**src/rtl/odd_parity_tx_ctrl.sv**
```systemverilog
// Serial transmit controller: accepts a word over valid/ready and sends
// start, data LSB-first, odd parity and stop, each held CLKS_PER_BIT cycles.
module odd_parity_tx_ctrl #(
    parameter int WIDTH        = 4,
    parameter int CLKS_PER_BIT = 4
) (
    input  logic             clk,
    input  logic             rst,
    input  logic             in_valid,
    output logic             in_ready,
    input  logic [WIDTH-1:0] in_data,
    output logic             tx_serial,
    output logic             tx_busy,
    output logic             frame_done
);

    localparam int CW = $clog2(CLKS_PER_BIT + 1);
    localparam int BW = $clog2(WIDTH + 1);
    localparam logic [CW-1:0] CYC_LAST = CW'(CLKS_PER_BIT - 1);
    localparam logic [BW-1:0] BIT_LAST = BW'(WIDTH - 1);

    localparam logic [2:0] IDLE   = 3'd0;
    localparam logic [2:0] START  = 3'd1;
    localparam logic [2:0] DATA   = 3'd2;
    localparam logic [2:0] PARITY = 3'd3;
    localparam logic [2:0] STOP   = 3'd4;

    logic [2:0]      state;
    logic [CW-1:0]   cyc;
    logic [BW-1:0]   bit_idx;
    logic [WIDTH:0]  shreg;
    logic            cyc_last;

    assign cyc_last   = (cyc == CYC_LAST);
    assign in_ready   = (state == IDLE);
    assign tx_busy    = (state != IDLE);
    assign frame_done = (state == STOP) && cyc_last;

    // Parity rides at the top of the shift register so that after WIDTH
    // shifts it lands in bit 0, the same tap that drives the data bits.
    always_ff @(posedge clk) begin
        if (rst) begin
            state   <= IDLE;
            cyc     <= '0;
            bit_idx <= '0;
            shreg   <= '0;
        end else begin
            case (state)
                IDLE: begin
                    cyc     <= '0;
                    bit_idx <= '0;
                    if (in_valid) begin
                        shreg <= {~^in_data, in_data};
                        state <= START;
                    end
                end
                START, DATA, PARITY, STOP: begin
                    if (!cyc_last) begin
                        cyc <= cyc + CW'(1);
                    end else begin
                        cyc <= '0;
                        case (state)
                            START:  state <= DATA;
                            DATA: begin
                                shreg <= shreg >> 1;
                                if (bit_idx == BIT_LAST) begin
                                    bit_idx <= '0;
                                    state   <= PARITY;
                                end else begin
                                    bit_idx <= bit_idx + BW'(1);
                                end
                            end
                            PARITY: state <= STOP;
                            default: state <= IDLE;
                        endcase
                    end
                end
                default: state <= IDLE;
            endcase
        end
    end

    always_comb begin
        tx_serial = 1'b1;
        case (state)
            START:        tx_serial = 1'b0;
            DATA, PARITY: tx_serial = shreg[0];
            default:      tx_serial = 1'b1;
        endcase
    end

endmodule

```
**config.mk**
```make
export PLATFORM = sky130hd
export DESIGN_NAME = odd_parity_tx_ctrl
export DESIGN_NICKNAME = d
export VERILOG_FILES = /design/src/rtl/odd_parity_tx_ctrl.sv
export SDC_FILE = /design/constraint.sdc
export NUM_CORES = 1
export LEC_CHECK = 0
export CORE_MARGIN = 2
export CORE_UTILIZATION = 53
export CTS_BUF_LIST = sky130_fd_sc_hd__clkbuf_4
export DETAILED_ROUTE_END_ITERATION = 10
export PLACE_DENSITY_LB_ADDON = 0.3
export REMOVE_ABC_BUFFERS = 1
export SETUP_SLACK_MARGIN = 0.1
export SYNTH_ARGS = -nofsm -noshare
export SYNTH_HDL_FRONTEND = slang
export SYNTH_SLANG_ARGS = --single-unit
```
**constraint.sdc**
```tcl
create_clock -name clk -period 5.05 [get_ports clk]
set_clock_uncertainty 0.1 [all_clocks]
set_input_delay 1.515 -clock clk [delete_from_list [all_inputs] [get_ports clk]]
set_output_delay 1.515 -clock clk [all_outputs]
set_load 0.01 [all_outputs]
```
* After elaboration in Yosys (flattened, before gate mapping)
Cells that the tools add are included.
Storage, ports and cells: output and inout bits 4, bits in registers 14, input bits 7
Cells by class: add/sub/neg operators 2, eq/ne operators 10, multiplexer cells 16, reduce and logical (&&, ||, !) cells 10
Operators with widths (number):
- $mux W3 | 7
- $pmux W3 S2 | 3
- $mux W5 | 3
- $eq A3 B2 Y1 const B | 4
- $pmux W5 S2 | 1
- $pmux W3 S3 | 1
- $add A3 B1 Y3 const B | 2
- $ne A2 B2 Y1 const B | 3
- $reduce_and A3 Y1 | 2
- $reduce_and A4 Y1 | 1
- $reduce_or A4 Y1 | 1
- $reduce_xnor A4 Y1 | 1
- $eq A3 B1 Y1 const B | 1
- $eq A3 B3 Y1 const B | 1
- $logic_not A3 Y1 | 1
- $ne A3 B3 Y1 const B | 1
- $reduce_bool A3 Y1 | 1
- $pmux W1 S2 | 1
- $reduce_bool A2 Y1 | 1
- $reduce_or A2 Y1 | 1
- $logic_and A1 B1 Y1 | 1

* Depth between registers and ports, before layout
Gate-level depths: netlist (run 1).
word-level depth 5, gate-level depth with buffers 5, mapped depth without buffers 5

* Worst setup path before layout (run 1)
Ideal clock, no wire load.
path kind register -> output, start point register cyc[0], end point output port frame_done, path slack 2415 ps, stages on the path, launching flop included 4, data arrival time 1020 ps, path buffers 0, cell sequence dfxtp_1 -> ha_1 -> nor2b_1 -> and3_1
On the way: longest elaborated chain between the ends 2
Ends and longest elaborated chain:
- start, declared | RTL line 29 | logic [CW-1:0] cyc;
- start signal, assigned | RTL line 59 | cyc <= cyc + CW'(1);
- $eq A3 B2 Y1 | RTL line 34 | assign cyc_last = (cyc == CYC_LAST);
- $logic_and A1 B1 Y1 | RTL line 37 | assign frame_done = (state == STOP) && cyc_last;
- end, declared | RTL line 14 | output logic frame_done
No other way between the ends.

* Worst setup path after layout (run 1)
Ends and elaborated chain as after synthesis.

==> metrics.md, run 1 <==
| Metric | Value |
|---|---|
| Status | complete, no violations |
| H-tree levels | 1 |
| CTS sink cnt | 14 |
| YS warnings | 0 |
| Endpoints failing setup | 0 |
| Critical Path Source | cyc[0] |
| Synth top area share | 0.3740 |
| List of most frequent post-synthesis cells | dfxtp_1 (14), nor2_1 (7), a21oi_1 (6) |
| Slew @ Worst Pin | 0.6118 ns |
| GRT Overall Usage | 0.1821 |
| Insertion delay to the later sink of the worst-skew pair | 0.28 ns |
| Die H | 41.61 microns |
| Clock transition at path regs | 0.08 ns |
| # rows | 13 |
| Post-synth top flop | dfxtp_1 |
| Drt pass-1 iters | 4 |
| Leak Pwr | 0.3429 nW |
| Final hold vios | 0 |
| Crit path capture | frame_done |
| Gr ovfl total | 0 |
| Syn avg cell area | 8.922 sq um |
| Clock Power Share | 0.284 |
| EDFF count, synth | 0 |
| Routed wire length | 1395 microns |
| Layout cells sized above 1 | 0.07527 |
| Highest metal used | met4 |
| Synth Cell Area | 749.5 sq um |
| Worst rel slew slack | 0.5914 |
| Detailed-route DRC error count | 0 |
| DIE AREA | 1731 sq um |
| Core box area | 1318 sq um |
| Critical Path RT | 3.44 ns |
| Routability cong. | 0.7743 |
| Pwr dens | 259.3 nW/um^2 |
| Int Power | 166.2 uW |
| Met1 WL | 657 microns |
| Switching power total | 59.20 uW |
| Most frequent cell after synthesis | dfxtp_1 |
| Worst setup path class | reg -> out |
| Syn Inst Count | 84 |
| Worst reg2reg endpoint | bit_idx[0] |
| Met2 WL post-DR | 665 microns |
| Period utilization | 0.6935 |
| Yosys top cell by area | dfxtp_1 |
| Nets | 103 |
| Vias per cell | 5.870 |
| Yosys reg bits | 14 |
| Critical Path Fanout Max | 4 |
| Max Slew Vio Count | 0 |
| Avg WL per Cell | 12.92 microns |
| Crit. End Element | output port |
| First-pass GRT wire length | 2456 microns |
| Fmax achieved | 285.5 MHz |
| Initial core utilization | 0.5689 |
| Worst min path class | reg -> reg |
| Comb pwr share | 0.181 |
| Async set-reset flop share out of synthesis | 0 |
| CP Launch Type | flip-flop |
| Initial DRC Count | 6 |
| CTS Root Cell | clkbuf_4 |
| CTS tree | built |
| Fillers | 121 |
| Sequential area share after synthesis | 0.3740 |
| Period minus WS final | 3.502 ns |
| Max-capacitance violation count | 0 |
| ANT nets after route | 0 |
| Sw frac | 0.2626 |
| WL met3 | 37 microns |
| R2R Setup Slk | 3.20 ns |
| Sequential Power Share | 0.535 |
| Die Wd | 41.61 microns |
| Vias in the first global route | 576 |
| FF-to-FF Start | cyc[0] |
| Largest net degree at the start of global routing | 15 |
| Hold slack | 0.3618 ns |
| CTS buffer count | 3 |
| CTS Hold Buffers Added | 0 |
| I/O pins | 11 |
| Ant diodes | 0 |
| Cts repair resizes | 0 |
| Final core occ | 0.6600 |
| Setup Buffers After CTS | 0 |
| Critical Path AT | 1.89 ns |
| Port bufs | 10 |
| Max rail drop VDD | 0.1696 mV |
| Setup repair after global routing missed its margin | no |
| Via count | 634 |
| Layout area overhead | 16.03% |
| Synth top area cells | dfxtp_1 (37%), mux2i_1 (6.7%), a211oi_1 (5.0%), a21oi_1 (4.0%), nor2_1 (3.5%) |
| Register-to-Register Path Depth | 5 |
| CTS Buffer Depth | 2 |
| DP HPWL | 993.1 microns |
| Initial antenna violation count | 0 |
| Netlist cell types | 34 |
| Setup_tns | 0 ns |
==> layout make-up <==
class / instances / area [sq um] / share of cell area
Tap cell: 15 / 18.77 / 0.02158
Multi-Input combinational cell: 62 / 432.9 / 0.4978
Sequential cell: 14 / 280.3 / 0.3223
Timing Repair Buffer: 10 / 100.1 / 0.1151
Clock inverter: 1 / 3.754 / 0.004317
Inverter: 3 / 11.26 / 0.01295
Clock buffer: 3 / 22.52 / 0.02590
==> metrics by stage <==
| step | power [mW] | std cells | area, sq um | worst slack, ns |
|---|---|---|---|---|
| floorplan | 0.1478 | 79 | 724.4 | 2.415 |
| global placement | 0.1625 | 104 | 843.3 | 1.901 |
| detailed placement | 0.1645 | 104 | 843.3 | 1.871 |
| CTS | 0.2283 | 108 | 869.6 | 1.559 |
| global route | 0.2383 | 108 | 869.6 | 1.412 |
| finish | 0.2254 | 108 | 869.6 | 1.548 |
==> layout by cell type (no fill, tap or decap) <==
master,count
mux2i_1,5
a211oi_1,5
dfxtp_1,14
nor3b_1,2
nand3_1,3
o21ai_0,2
mux2_2,1
nand2b_1,2
clkbuf_4,3
clkinv_1,1
xor2_1,1
or4_1,1
maj3_1,1
nand2_2,1
a211oi_2,1
nand2b_4,1
and3_1,1
xnor2_1,3
clkdlybuf4s50_1,10
a21boi_0,1
a2111o_1,1
nor3_1,1
ha_1,2
nand4_1,2
nor2b_1,2
a211o_1,1
inv_1,3
o32a_1,1
nand2_1,5
a21oi_1,6
or3_1,1
nand3b_1,1
and3b_1,1
nor2_1,7
==> critical path, stage by stage, from the launching register on <==
cell and delay, ns:
dfxtp_1 0.36, ha_1 0.25, nor2b_1 0.27, and3_1 0.20
clkdlybuf4s50_1 0.53
==> logic make-up after synthesis <==
kind of cell | Yosys count | synth area share
xor gates and xnor gates | 4 | 0.04675
muxes | 6 | 0.08180
DFF | 14 | 0.3740
buffers and inverters | 8 | 0.04842
adders and majority gates | 3 | 0.04674
and+or+nand+nor | 31 | 0.2321
AOI/OAI and AO/OA | 18 | 0.1703
==> layer usage <==
layer	GRT usage	up-vias
met5	0	-
met4	0.09677	0
met3	0.03043	5
met2	0.3031	9
met1	0.2222	298
li1	-	322
==> registers in the layout, indices dropped and copies added, names as in the netlist <==
signal and count:
bit_idx 3, cyc 3, shreg 5, state 3
==> power by group through the flow <==
stage / clock network, mW / registers, mW / logic [mW]
3_5_place_dp: 0 / 0.123 / 0.0412
4_1_cts: 0.0662 / 0.121 / 0.0414
5_1_grt: 0.0713 / 0.122 / 0.0452
3_3_place_gp: 0 / 0.123 / 0.0395
6_report: 0.0640 / 0.121 / 0.0407
2_1_floorplan: 0 / 0.122 / 0.0256
==> how the worst min path moves through the flow <==
| stage | slack, ns | to | start | cells past startpoint |
|---|---|---|---|---|
| after detailed placement | 0.35 | bit_idx[1] | bit_idx[1] | 2 |
| after CTS | 0.36 | bit_idx[1] | bit_idx[1] | 2 |
| final | 0.36 | bit_idx[1] | bit_idx[1] | 2 |
| after floorplan | 0.33 | bit_idx[1] | bit_idx[1] | 2 |
| after global routing | 0.39 | shreg[4] | shreg[4] | 2 |
| after global placement | 0.35 | bit_idx[1] | bit_idx[1] | 2 |
Note: power is estimated with default switching activity, not from simulation.
==> run 2, diff against run 1 <==
Settings changed: CORE_UTILIZATION 53 to 49.
Clock period 5.05 ns to 3.1 ns, I/O delays scaled along.
==> run 2 against run 1 <==
Worst hold slack gained 0.012 ns. Non-clock buffer count is 1 higher. Worst setup slack worse by 1.3 ns. Register-to-register slack got worse by 2.0 ns. Total power is 65% higher. Sequential share of layout area shrank 0.41 points. Clock power rose by 70%. Final area up 1.3%. Highest routed layer unchanged.
==> metrics.md, run 2 (same netlist as run 1, synthesis figures left out) <==
| Metric | Value |
|---|---|
| Layout cells sized above 1 | 0.09574 |
| DP HPWL | 1102 microns |
| Drt pass-1 iters | 3 |
| Vias per cell | 5.736 |
| Fmax achieved | 346.9 MHz |
| Max rail drop VDD | 0.2921 mV |
| Routability cong. | 0.7241 |
| Comb pwr share | 0.179 |
| Period minus WS final | 2.882 ns |
| Detailed-route DRC error count | 0 |
| Slew @ Worst Pin | 0.6589 ns |
| Initial antenna violation count | 0 |
| Largest net degree at the start of global routing | 15 |
| CP Launch Type | flip-flop |
| GRT Overall Usage | 0.1850 |
| Max stage delay on crit path | 0.53 ns |
| First-pass GRT wire length | 2608 microns |
| CTS Buffer Depth | 2 |
| Die H | 43.11 microns |
| Insertion delay to the later sink of the worst-skew pair | 0.28 ns |
| Int Power | 270.8 uW |
| # rows | 14 |
| Critical Path, Cell by Cell | ha_1, nor2b_2, and3_1, clkdlybuf4s50_1 |
| Initial DRC Count | 2 |
| ANT nets after route | 0 |
| Switching power total | 102.2 uW |
| Biggest register | shreg |
| Commonest non-fill, non-tap cells in the layout | dfxtp_1 (14), clkdlybuf4s50_1 (10), nor2_1 (7) |
| Critical Path Fanout Max | 4 |
| Setup Buffers After CTS | 0 |
| Setup_tns | 0 ns |
| Max-capacitance violation count | 0 |
| Critical path's top delay family | buffers and inverters |
| Initial core utilization | 0.5094 |
| Clock transition at path regs | 0.09 ns |
| Worst rel slew slack | 0.5599 |
| Port bufs | 10 |
| Max Slew Vio Count | 0 |
| CTS sink cnt | 14 |
| Layout area overhead | 17.53% |
| Routed wire length | 1528 microns |
| HP Start | bit_idx[1] |
| DIE AREA | 1858 sq um |
| Sequential Power Share | 0.528 |
| Nets | 104 |
| Hold slack | 0.3742 ns |
| Final hold vios | 0 |
| CTS buffer count | 3 |
| CTS Root Cell | clkbuf_4 |
| Most common cell after layout, fill and taps aside | dfxtp_1 |
| CTS tree | built |
| Die Wd | 43.11 microns |
| CP max stage cell | clkdlybuf4s50_1 |
| Pwr dens | 423.5 nW/um^2 |
| Endpoints failing setup | 0 |
| Worst setup path class | reg -> out |
| Vias in the first global route | 600 |
| Fillers | 145 |
| Gr ovfl total | 0 |
| Period utilization | 0.9298 |
| Max reg flops | 5 |
| H-tree levels | 1 |
| Leak Pwr | 0.3483 nW |
| I/O pins | 11 |
| Ant diodes | 0 |
| Avg WL per Cell | 13.89 microns |
| FF-to-FF Start | cyc[0] |
| Core box area | 1471 sq um |
| Clock Power Share | 0.293 |
| WP buf/inv | 1 |
| Critical Path Source | cyc[0] |
| Via count | 631 |
| Status | complete, no violations |
| Sw frac | 0.2740 |
| Setup repair after global routing missed its margin | no |
| Critical Path RT | 2.07 ns |
| Crit. End Element | output port |
| Worst min path class | reg -> reg |
| Critical Path AT | 1.85 ns |
run 2: what timing repair did:
| action | in CTS | in global routing |
|---|---|---|
| hold buffers | 0 | 0 |
| hold endpoints to repair | 0 | 0 |
| gates resized for setup | 0 | 1 |
| endpoints found under the setup margin | 0 | 1 |
run 2: metrics by stage:
step / setup slack, ns / total power, mW / util / cells / cell area [sq um]
global placement: 0.5205 / 0.2649 / 0.5791 / 106 / 852.1
detailed placement: 0.4861 / 0.2679 / 0.5791 / 106 / 852.1
global route: 0.1454 / 0.3855 / 0.5986 / 110 / 880.8
finish: 0.2177 / 0.3730 / 0.5986 / 110 / 880.8
CTS: 0.1659 / 0.3751 / 0.5969 / 110 / 878.3
floorplan: 1.050 / 0.2407 / - / 79 / 724.4
run 2: routing by layer:
metal  vias to the layer above  part of all wire  track usage
met2                         5              0.52       0.3194
li1                        322                 -            -
met3                         2             0.021      0.02553
met4                         0            0.0052      0.07273
met1                       302              0.45       0.2283
met5                         -                 0            0
run 2: worst reg2reg max path, delay by kind of cell, from the launching register on:
family	cells	cell delay [ns]
AO/OA/AOI/OAI	2	0.69
adder cells (fa/ha/maj)	1	0.28
AND/OR/NAND/NOR	2	0.34
flip-flops	1	0.36
run 2: power groups by stage:
| stage | clock network [mW] | logic [mW] | registers, mW |
|---|---|---|---|
| after floorplan | 0 | 0.0416 | 0.199 |
| after global placement | 0 | 0.0644 | 0.200 |
| after detailed placement | 0 | 0.0667 | 0.201 |
| after CTS | 0.111 | 0.0674 | 0.197 |
| after global routing | 0.113 | 0.0744 | 0.198 |
| final | 0.109 | 0.0668 | 0.197 |
run 2: cell type report:
class	count	area, sq um	area share
Sequential cell	14	280.3	0.3182
Inverter	3	11.26	0.01278
Clock inverter	1	3.754	0.004261
Timing Repair Buffer	11	107.6	0.1222
Tap cell	16	20.02	0.02273
Multi-Input combinational cell	62	435.4	0.4943
Clock buffer	3	22.52	0.02557
run 2: path summary, 6_finish.rpt:
check	endpoint	slack (ns)	cells after the start
setup / recovery	frame_done	0.22	4
hold / removal	bit_idx[1]	0.37	2
setup reg to reg	shreg[4]	1.22	5
hold reg to reg	bit_idx[1]	0.37	2
